[src/rtl/cust_afu_axi_pkg.sv]
// Shared AXI4-MM widths, response codes and the queued AR entry layout.
package cust_afu_axi_pkg;

  localparam int ADDR_W = 64;
  localparam int ID_W   = 12;
  localparam int USER_W = 6;
  localparam int DATA_W = 512;

  typedef enum logic [1:0] {OKAY, EXOKAY, SLVERR, DECERR} resp_e;

  // id already carries the channel index in its upper bits
  typedef struct packed {
    logic [ID_W-1:0]   id;
    logic [USER_W-1:0] user;
    logic [ADDR_W-1:0] addr;
  } ar_entry_t;

endpackage

[src/rtl/ar_req_fifo.sv]
// Synchronous AR request queue; head visible the cycle after push, pop frees an entry same cycle.
// Push is ignored when full, pop is ignored when empty.
module ar_req_fifo
  import cust_afu_axi_pkg::*;
#(
  parameter int DEPTH = 16
) (
  input  logic      clk,
  input  logic      rst,
  input  logic      i_push,
  input  ar_entry_t i_push_dat,
  input  logic      i_pop,
  output ar_entry_t o_head_dat,
  output logic      o_full,
  output logic      o_empty
);

  localparam int AW = (DEPTH > 1) ? $clog2(DEPTH) : 1;

  logic [AW:0] r_wr_ptr;
  logic [AW:0] r_rd_ptr;
  ar_entry_t   r_mem [DEPTH];

  // extra pointer bit distinguishes full from empty when the low bits match
  assign o_full  = (r_wr_ptr[AW] != r_rd_ptr[AW]) && (r_wr_ptr[AW-1:0] == r_rd_ptr[AW-1:0]);
  assign o_empty = (r_wr_ptr == r_rd_ptr);
  assign o_head_dat = r_mem[r_rd_ptr[AW-1:0]];

  always_ff @(posedge clk or posedge rst) begin
    if (rst) begin
      r_wr_ptr <= '0;
      r_rd_ptr <= '0;
      for (int i = 0; i < DEPTH; i++) r_mem[i] <= '0;
    end else begin
      if (i_push && !o_full) begin
        r_mem[r_wr_ptr[AW-1:0]] <= i_push_dat;
        r_wr_ptr <= r_wr_ptr + 1'b1;
      end
      if (i_pop && !o_empty) r_rd_ptr <= r_rd_ptr + 1'b1;
    end
  end

endmodule

[src/rtl/read_arb_router.sv]
// Shares one CXL AXI4-MM read port among CH AFU read masters: AR arbitrated into a queue, R routed back by rid.
// RR_ARB_EN selects round-robin arbitration; otherwise fixed priority (lowest index first).
module read_arb_router
  import cust_afu_axi_pkg::*;
#(
  parameter int CH      = 1,
  parameter int DEPTH   = 16,
  parameter int MAX_OUT = 8
) (
  input  logic                          axi4_mm_clk,
  input  logic                          axi4_mm_rst,
  input  logic [CH-1:0]                 arvalid_ch,
  output logic [CH-1:0]                 arready_ch,
  input  logic [CH-1:0][ID_W-1:0]       arid_ch,
  input  logic [CH-1:0][USER_W-1:0]     aruser_ch,
  input  logic [CH-1:0][ADDR_W-1:0]     araddr_ch,
  output logic [CH-1:0]                 rvalid_ch,
  input  logic [CH-1:0]                 rready_ch,
  output logic [CH-1:0][DATA_W-1:0]     rdata_ch,
  output logic [CH-1:0][ID_W-1:0]       rid_ch,
  output logic [CH-1:0][1:0]            rresp_ch,
  output logic [CH-1:0]                 rlast_ch,
  output logic                          arvalid,
  input  logic                          arready,
  output logic [ID_W-1:0]               arid,
  output logic [USER_W-1:0]             aruser,
  output logic [ADDR_W-1:0]             araddr,
  input  logic                          rvalid,
  output logic                          rready,
  input  logic [DATA_W-1:0]             rdata,
  input  logic [ID_W-1:0]               rid,
  input  logic [1:0]                    rresp,
  input  logic                          rlast
);

  localparam int CHW  = (CH > 1) ? $clog2(CH) : 1;
  localparam int IDW  = ID_W - CHW;
  localparam int CNTW = $clog2(MAX_OUT + 1);

  logic [CH-1:0][CNTW-1:0] r_out_cnt;
  logic [CH-1:0]           w_elig;
  logic                    w_gnt_vld;
  logic [CHW-1:0]          w_gnt_idx;
  logic                    w_push, w_pop, w_full, w_empty;
  ar_entry_t               w_push_ent, w_head;
  logic                    w_unused_arid_hi;

  assign w_unused_arid_hi = ^arid_ch;

  always_comb begin
    for (int i = 0; i < CH; i++) w_elig[i] = arvalid_ch[i] && (r_out_cnt[i] < CNTW'(MAX_OUT));
  end

`ifdef RR_ARB_EN
  // r_rr_ptr holds where the next search starts (last grant + 1)
  logic [CHW-1:0] r_rr_ptr;

  always_comb begin
    w_gnt_vld = 1'b0;
    w_gnt_idx = '0;
    for (int i = CH - 1; i >= 0; i--) begin
      if (w_elig[i]) begin
        w_gnt_vld = 1'b1;
        w_gnt_idx = CHW'(i);
      end
    end
    for (int i = CH - 1; i >= 0; i--) begin
      if (w_elig[i] && (CHW'(i) >= r_rr_ptr)) w_gnt_idx = CHW'(i);
    end
  end

  always_ff @(posedge axi4_mm_clk or posedge axi4_mm_rst) begin
    if (axi4_mm_rst) r_rr_ptr <= '0;
    else if (w_push) r_rr_ptr <= (w_gnt_idx == CHW'(CH - 1)) ? '0 : w_gnt_idx + 1'b1;
  end
`else
  always_comb begin
    w_gnt_vld = 1'b0;
    w_gnt_idx = '0;
    for (int i = CH - 1; i >= 0; i--) begin
      if (w_elig[i]) begin
        w_gnt_vld = 1'b1;
        w_gnt_idx = CHW'(i);
      end
    end
  end
`endif

  assign w_push = w_gnt_vld && !w_full && !axi4_mm_rst;

  always_comb begin
    arready_ch = '0;
    w_push_ent = '0;
    for (int i = 0; i < CH; i++) begin
      if (w_gnt_idx == CHW'(i)) begin
        arready_ch[i]   = w_push;
        w_push_ent.id   = {CHW'(i), arid_ch[i][IDW-1:0]};
        w_push_ent.user = aruser_ch[i];
        w_push_ent.addr = araddr_ch[i];
      end
    end
  end

  ar_req_fifo #(.DEPTH(DEPTH)) u_ar_q (
    .clk        (axi4_mm_clk),
    .rst        (axi4_mm_rst),
    .i_push     (w_push),
    .i_push_dat (w_push_ent),
    .i_pop      (w_pop),
    .o_head_dat (w_head),
    .o_full     (w_full),
    .o_empty    (w_empty)
  );

  assign arvalid = !w_empty;
  assign arid    = w_head.id;
  assign aruser  = w_head.user;
  assign araddr  = w_head.addr;
  assign w_pop   = arvalid && arready;

  logic              r_vld_q;
  logic [CHW-1:0]    r_dst_q;
  logic [IDW-1:0]    r_id_q;
  logic [DATA_W-1:0] r_data_q;
  resp_e             r_resp_q;
  logic              r_last_q;
  logic [CHW-1:0]    w_rid_ch;
  logic              w_rid_ok, w_dst_rdy, w_r_load;

  assign w_rid_ch = rid[ID_W-1:IDW];
  assign w_rid_ok = ({1'b0, w_rid_ch} < (CHW + 1)'(CH));

  always_comb begin
    w_dst_rdy = 1'b0;
    for (int i = 0; i < CH; i++) begin
      if (r_dst_q == CHW'(i)) w_dst_rdy = rready_ch[i];
    end
  end

  // drain and load can share a cycle, so the stage sustains one beat per clock
  assign rready   = !axi4_mm_rst && (!r_vld_q || w_dst_rdy);
  assign w_r_load = rvalid && rready && w_rid_ok;

  always_ff @(posedge axi4_mm_clk or posedge axi4_mm_rst) begin
    if (axi4_mm_rst) begin
      r_vld_q  <= 1'b0;
      r_dst_q  <= '0;
      r_id_q   <= '0;
      r_data_q <= '0;
      r_resp_q <= OKAY;
      r_last_q <= 1'b0;
    end else if (w_r_load) begin
      r_vld_q  <= 1'b1;
      r_dst_q  <= w_rid_ch;
      r_id_q   <= rid[IDW-1:0];
      r_data_q <= rdata;
      r_resp_q <= resp_e'(rresp);
      r_last_q <= rlast;
    end else if (w_dst_rdy) begin
      r_vld_q  <= 1'b0;
    end
  end

  // saturating at zero lets late beats after a reset complete harmlessly
  always_ff @(posedge axi4_mm_clk or posedge axi4_mm_rst) begin
    if (axi4_mm_rst) begin
      r_out_cnt <= '0;
    end else begin
      for (int i = 0; i < CH; i++) begin
        if ((w_push && (w_gnt_idx == CHW'(i))) && !(w_r_load && rlast && (w_rid_ch == CHW'(i))))
          r_out_cnt[i] <= r_out_cnt[i] + 1'b1;
        else if (!(w_push && (w_gnt_idx == CHW'(i))) && (w_r_load && rlast && (w_rid_ch == CHW'(i)))
                 && (r_out_cnt[i] != '0))
          r_out_cnt[i] <= r_out_cnt[i] - 1'b1;
      end
    end
  end

  always_comb begin
    for (int i = 0; i < CH; i++) begin
      rvalid_ch[i] = r_vld_q && (r_dst_q == CHW'(i));
      rdata_ch[i]  = r_data_q;
      rid_ch[i]    = {{CHW{1'b0}}, r_id_q};
      rresp_ch[i]  = r_resp_q;
      rlast_ch[i]  = r_last_q;
    end
  end

endmodule

[config.mk]
export PLATFORM = sky130hd
export DESIGN_NAME = read_arb_router
export DESIGN_NICKNAME = d
export VERILOG_FILES = /design/src/rtl/cust_afu_axi_pkg.sv /design/src/rtl/ar_req_fifo.sv /design/src/rtl/read_arb_router.sv
export SDC_FILE = /design/constraint.sdc
export NUM_CORES = 2
export LEC_CHECK = 0
export BUFFER_PORTS_ARGS = -buffer_cell sky130_fd_sc_hd__buf_2
export CAP_MARGIN = 20
export CORE_AREA = 8 8 467 469
export CTS_BUF_LIST = sky130_fd_sc_hd__clkbuf_4 sky130_fd_sc_hd__clkbuf_8
export DETAILED_ROUTE_END_ITERATION = 10
export DIE_AREA = 0 0 475 477
export SLEW_MARGIN = 25
export SYNTH_ARGS = -nofsm -noshare
export SYNTH_HDL_FRONTEND = slang
export SYNTH_SLANG_ARGS = --single-unit
export TNS_END_PERCENT = 50
[constraint.sdc]
create_clock -name axi4_mm_clk -period 79.3 [get_ports axi4_mm_clk]
set_clock_uncertainty 0.2 [all_clocks]
set_input_delay 15.86 -clock axi4_mm_clk [delete_from_list [all_inputs] [get_ports axi4_mm_clk]]
set_output_delay 15.86 -clock axi4_mm_clk [all_outputs]
set_load 0.02 [all_outputs]
Yosys cells after proc, flatten, opt, wreduce, memory -nomap -nowiden
Cells that the tools add are included.
{"block": "word_totals", "reg_bits": 1854, "out_inout_bits": 613}
{"block": "op_classes", "add_sub_neg": 4, "n_lt_le_gt_ge": 5, "eq_ne": 3, "muxes": 12, "n_bitwise": 4, "reduce_logical": 27}
{"cell": "$bwmux W1312", "n": 1}
{"cell": "$bmux W82 S4", "n": 1}
{"cell": "$demux W82 S4", "n": 1}
{"cell": "$mux W82", "n": 3}
{"cell": "$logic_and A1 B1 Y1", "n": 17}
{"cell": "$add A5 B1 Y5 const B", "n": 2}
{"cell": "$ge A5 B5 Y1 const B", "n": 2}
{"cell": "$not A4 Y5", "n": 2}
{"cell": "$mux W4", "n": 2}
{"cell": "$logic_not A1 Y1", "n": 6}
{"cell": "$eq A5 B5 Y1", "n": 1}
{"cell": "$lt A5 B1 Y1 const B", "n": 1}
{"cell": "$add A4 B1 Y4 const B", "n": 1}
{"cell": "$eq A4 B4 Y1", "n": 1}
{"cell": "$lt A4 B4 Y1 const B", "n": 1}
{"cell": "$mux W1", "n": 4}
{"cell": "$reduce_bool A2 Y1", "n": 2}
{"cell": "$reduce_bool A4 Y1", "n": 1}
{"cell": "$sub A4 B1 Y4 const B", "n": 1}
{"cell": "$not A1 Y1", "n": 2}
{"cell": "$logic_or A1 B1 Y1", "n": 1}
{"cell": "$lt A1 B1 Y1 const B", "n": 1}
{"cell": "$ne A1 B1 Y1", "n": 1}

Depth between registers and ports, before layout
{"block": "logic_depth", "word_depth": 11, "ltp_mapped": 9, "ltp_nobuf": 8}

Cells and area by module
From an unflattened synthesis, not the netlist that was laid out.
{"block": "hier_totals", "hier_cells": 5131, "area_unflattened_um2": 79959.2}
{"module": "ar_req_fifo", "n_inst": 1, "cells_each": 3981, "area_per_inst_um2": 59842.4}
{"module": "read_arb_router", "n_inst": 1, "cells_each": 1150, "area_per_inst_um2": 20116.8}

Least setup slack after synthesis
OpenSTA, ideal clock, no wires.
{"block": "synth_timing", "kind": "input-to-output", "from": "in axi4_mm_rst", "to": "out arready_ch", "t_arrival_ns": 16.661, "path_slack_ns": 46.579, "path_stages": 3, "path_buffers": 1, "path_cell_list": "nor3b_1 -> o21a_1 -> buf_2"}
{"block": "synth_via", "elab_chain_len": 2}
{"item": "start: declaration", "line_no": "read_arb_router.sv:11", "text": "input logic axi4_mm_rst,"}
{"item": "$logic_not A1 Y1 (no source line)"}
{"item": "$logic_and A1 B1 Y1", "line_no": "read_arb_router.sv:89", "text": "assign w_push = w_gnt_vld && !w_full && !axi4_mm_rst;"}
{"item": "end: declaration", "line_no": "read_arb_router.sv:13", "text": "output logic [CH-1:0] arready_ch,"}
No other way between the ends.

Worst setup path in the final report
Ends and elaborated chain as after synthesis.

==> impl_metrics.csv <==
group,metric,value,unit
synth,synthTopCellsByCount,"dfrtp_1, mux2_2, mux2_4",
worst_setup_path,crit_family,"compound AO/OA/AOI/OAI gates",
power,switching_power,1.267,mW
detailed_routing,drc_errors,0,
power,powerDensity,38.77,nW/um2
synth,syn_area_per_cell,18.03,um2
worst_setup_path,r2r_cells,7,
min_path,hold_path_class,"flip-flop to flip-flop",
worst_setup_path,worstPathCellList,"buf_2 > nor3b_1 > o21a_1 > buf_2",
global_routing,grt_first_pass_wirelength,478.1,mm
timing,finalCritPeriodShare,42.75,%
global_routing,grtUsageMet1,41.43,%
global_routing,grt-busiest-layer,"met2",
worst_setup_path,critPathArrivalTime,17.84,ns
power,p_seq_share,38.9,%
synth,synth_cells,4524,
min_path,min_to,"u_ar_q.r_wr_ptr[4]$_DFFE_PP0P_",
floorplan,die_h,477,um
detailed_routing,dr.pass1.iters,5,
min_path,hold_depth,1,
synth,yosys_register_bits,1838,
placed_design,port_buffers,1224,
placed_design,globalplace.congestion,1.180,
worst_setup_path,end_kind,"primary output",
worst_setup_path,cp.depth,4,
global_routing,use_met2,45.58,%
worst_setup_path,cp_data_required_time,63.24,ns
worst_setup_path,slowest_stage,"o21a_1",
status,status,"finished, final reports clean",
detailed_routing,vias_per_cell,5.474,
power,p_int,2.506,mW
floorplan,rows,169,
timing,period_minus_slack,33.90,ns
detailed_routing,antenna_left,0,
cts,clk_latency,1.06,ns
timing,fmax,29.50,MHz
cts,cts_buffers,344,
cts,hold_buffers,0,
timing,slew-limit-headroom,18.32,%
worst_setup_path,rr_endpoint,"u_ar_q.r_mem[161]$_DFFE_PP0P_",
cells_and_area,layout.cells.non_filler,8940,
placed_design,post-dp-hpwl,265.3,mm
cts,cts_max_path_buffers,4,
synth,syn_area,81580,um2
power,power_frac_comb,35.0,%
worst_setup_path,reg2reg_from,"u_ar_q.r_rd_ptr[3]$_DFFE_PP0P_",
cells_and_area,area_delta_synth_final,19.28,%
cts,cts.sinks,1838,
cts,postCtsResizedCells,0,
global_routing,grt_pass1_vias,50590,
floorplan,die_x,475,um
floorplan,start_util,38.70,%
global_routing,grt_max_degree,161,
synth,yosysTopAreaCell,"dfrtp_1",
synth,yosys-top-cells-area,"dfrtp_1, mux2_4, mux2_2",
synth,ys.flop_type,"dfrtp_1",
cts,h-tree-depth,5,
worst_setup_path,timing.reg2reg.setup_slack,73.67,ns
placed_design,dp_cells,8271,
timing,tightest_slew,1.225,ns
worst_setup_path,critPathBufInv,2,
detailed_routing,drt_iter0_drc,3601,
power,peakVddDrop,35.87,uV
synth,synth_edf_count,0,
timing,report.final.slew_viol_count,0,
synth,synth_cell_types,38,
cts,clk_pin_slew,0.05,ns
timing,finalHoldViolations,0,
worst_setup_path,cp_common_cell,"buf_2",
cells_and_area,drive_above_1_share,68.58,%
cells_and_area,nets,6420,
cells_and_area,nFillCells,18630,
timing,setup_viol,0,
floorplan,io_pins,1228,
worst_setup_path,crit_fanout,22,
worst_setup_path,crit_type,"input pin to primary output",
worst_setup_path,start_kind,"input pin",
cts,cts_tree,"done",
floorplan,core,210800,um2
power,p_leak,45.53,nW
timing,fin_setup_tns,0,ns
min_path,min_from,"u_ar_q.r_wr_ptr[4]$_DFFE_PP0P_",
flow_run,maxCapViolCount,0,
worst_setup_path,cpPeakStageDelay,0.89,ns
synth,yosysWarnings,0,
cts,cts_setup_buffers,0,
synth,ys_async_sr_fraction,100.0,%
cts,root_buffer,"clkbuf_8",
floorplan,die_area,226600,um2
detailed_routing,totalWireLength,356.1,mm
global_routing,grt_overflow_total,0,
detailed_routing,vias,48940,
global_routing,grt_usage,30.91,%
global_routing,antenna_found_initial,240,
synth,synth_top_area_share,56.38,%
synth,ys_seq_area_share,56.38,%
timing,rsz0062_at_grt,"false",
synth,synth.most_common_cell,"dfrtp_1",
power,clockPowerShare,26.1,%
power,switching_share,33.59,%
detailed_routing,routedWlPerCell,39.83,um
global_routing,grt_util_met3,12.77,%
[state kept, by name, indices dropped and copies added (netlist names)]
register,flops
rlast_ch,1
u_ar_q.r_rd_ptr,5
r_out_cnt,4
rdata_ch,512
rresp_ch,2
r_vld_q,1
r_dst_q,1
u_ar_q.r_wr_ptr,5
r_id_q,11
u_ar_q.r_mem,1296
[layout make-up]
type	instances	area, um2	share of cell area (%)
clock inverter	51	534.3	0.5490
clock buffer	538	6766	6.954
antenna	79	197.7	0.2032
inverter	5	31.28	0.03215
tap	2821	3530	3.627
sequential	1838	46010	47.28
multi-input combinational	2307	33360	34.28
timing repair buffer	1301	6884	7.075
[per-stage QoR]
| stage | utilization, % | total power [mW] | cell area, um2 | setup slack [ns] | hold slack [ns] |
|---|---|---|---|---|---|
| after global placement | 42.52 | 2.774 | 89640 | 45.51 | 0.2753 |
| final | 46.16 | 3.773 | 97310 | 45.40 | 0.2875 |
| after detailed placement | 42.57 | 2.807 | 89750 | 45.47 | 0.2801 |
| after global routing | 46.10 | 3.935 | 97190 | 45.33 | 0.3094 |
| after CTS | 46.04 | 3.810 | 97050 | 45.44 | 0.2889 |
| after floorplan | - | 2.319 | 81580 | 11.34 | 0.2619 |
[routing by layer]
| layer | vias up | wire (um) |
|---|---|---|
| met5 | - | 987 |
| met4 | 142 | 13620 |
| met3 | 729 | 35560 |
| met2 | 1862 | 156800 |
| met1 | 26790 | 149100 |
| li1 | 19410 | - |
[how the worst max path moves through the flow]
stage	from	end	slack (ns)
6_report	axi4_mm_rst	arready_ch	45.40
3_3_place_gp	axi4_mm_rst	arready_ch	45.51
2_1_floorplan	axi4_mm_rst	r_dst_q$_DFFE_PP0P_	11.34
5_1_grt	axi4_mm_rst	arready_ch	45.33
4_1_cts	axi4_mm_rst	arready_ch	45.44
3_5_place_dp	axi4_mm_rst	arready_ch	45.47
[kinds of logic after synthesis]
family / count (synthesis) / synth area share (%)
simple gates: 39 / 0.3037
compound gates: 12 / 0.09511
other cells: 1 / 0.004597
mux: 2230 / 40.05
buf+inv: 380 / 2.862
flops: 1838 / 56.38
fa+ha+maj: 8 / 0.1319
xor+xnor: 16 / 0.1718
[cell usage in the layout, fill, tap and decap left out, drive strengths merged, types with 4 or more instances in the layout]
master,Yosys,layout
a21oi,4,4
and3,12,12
buf,231,1301
bufinv,0,10
clkbuf,144,538
clkinv,0,33
clkinvlp,0,6
dfrtp,1838,1838
diode,0,79
ha,7,7
inv,5,7
mux2,1824,1824
mux4,405,405
nand2,7,7
nand3,4,4
nor2b,4,4
xnor2,6,6
xor2,10,10
[power groups by stage]
stage | Combinational [mW] | Clock, mW | Sequential [mW]
floorplan | 0.847 | 0 | 1.47
finish | 1.32 | 0.985 | 1.47
global placement | 1.32 | 0 | 1.46
global route | 1.38 | 1.05 | 1.50
CTS | 1.34 | 1.01 | 1.46
detailed placement | 1.33 | 0 | 1.47
Power figures use the tool's default switching activity.
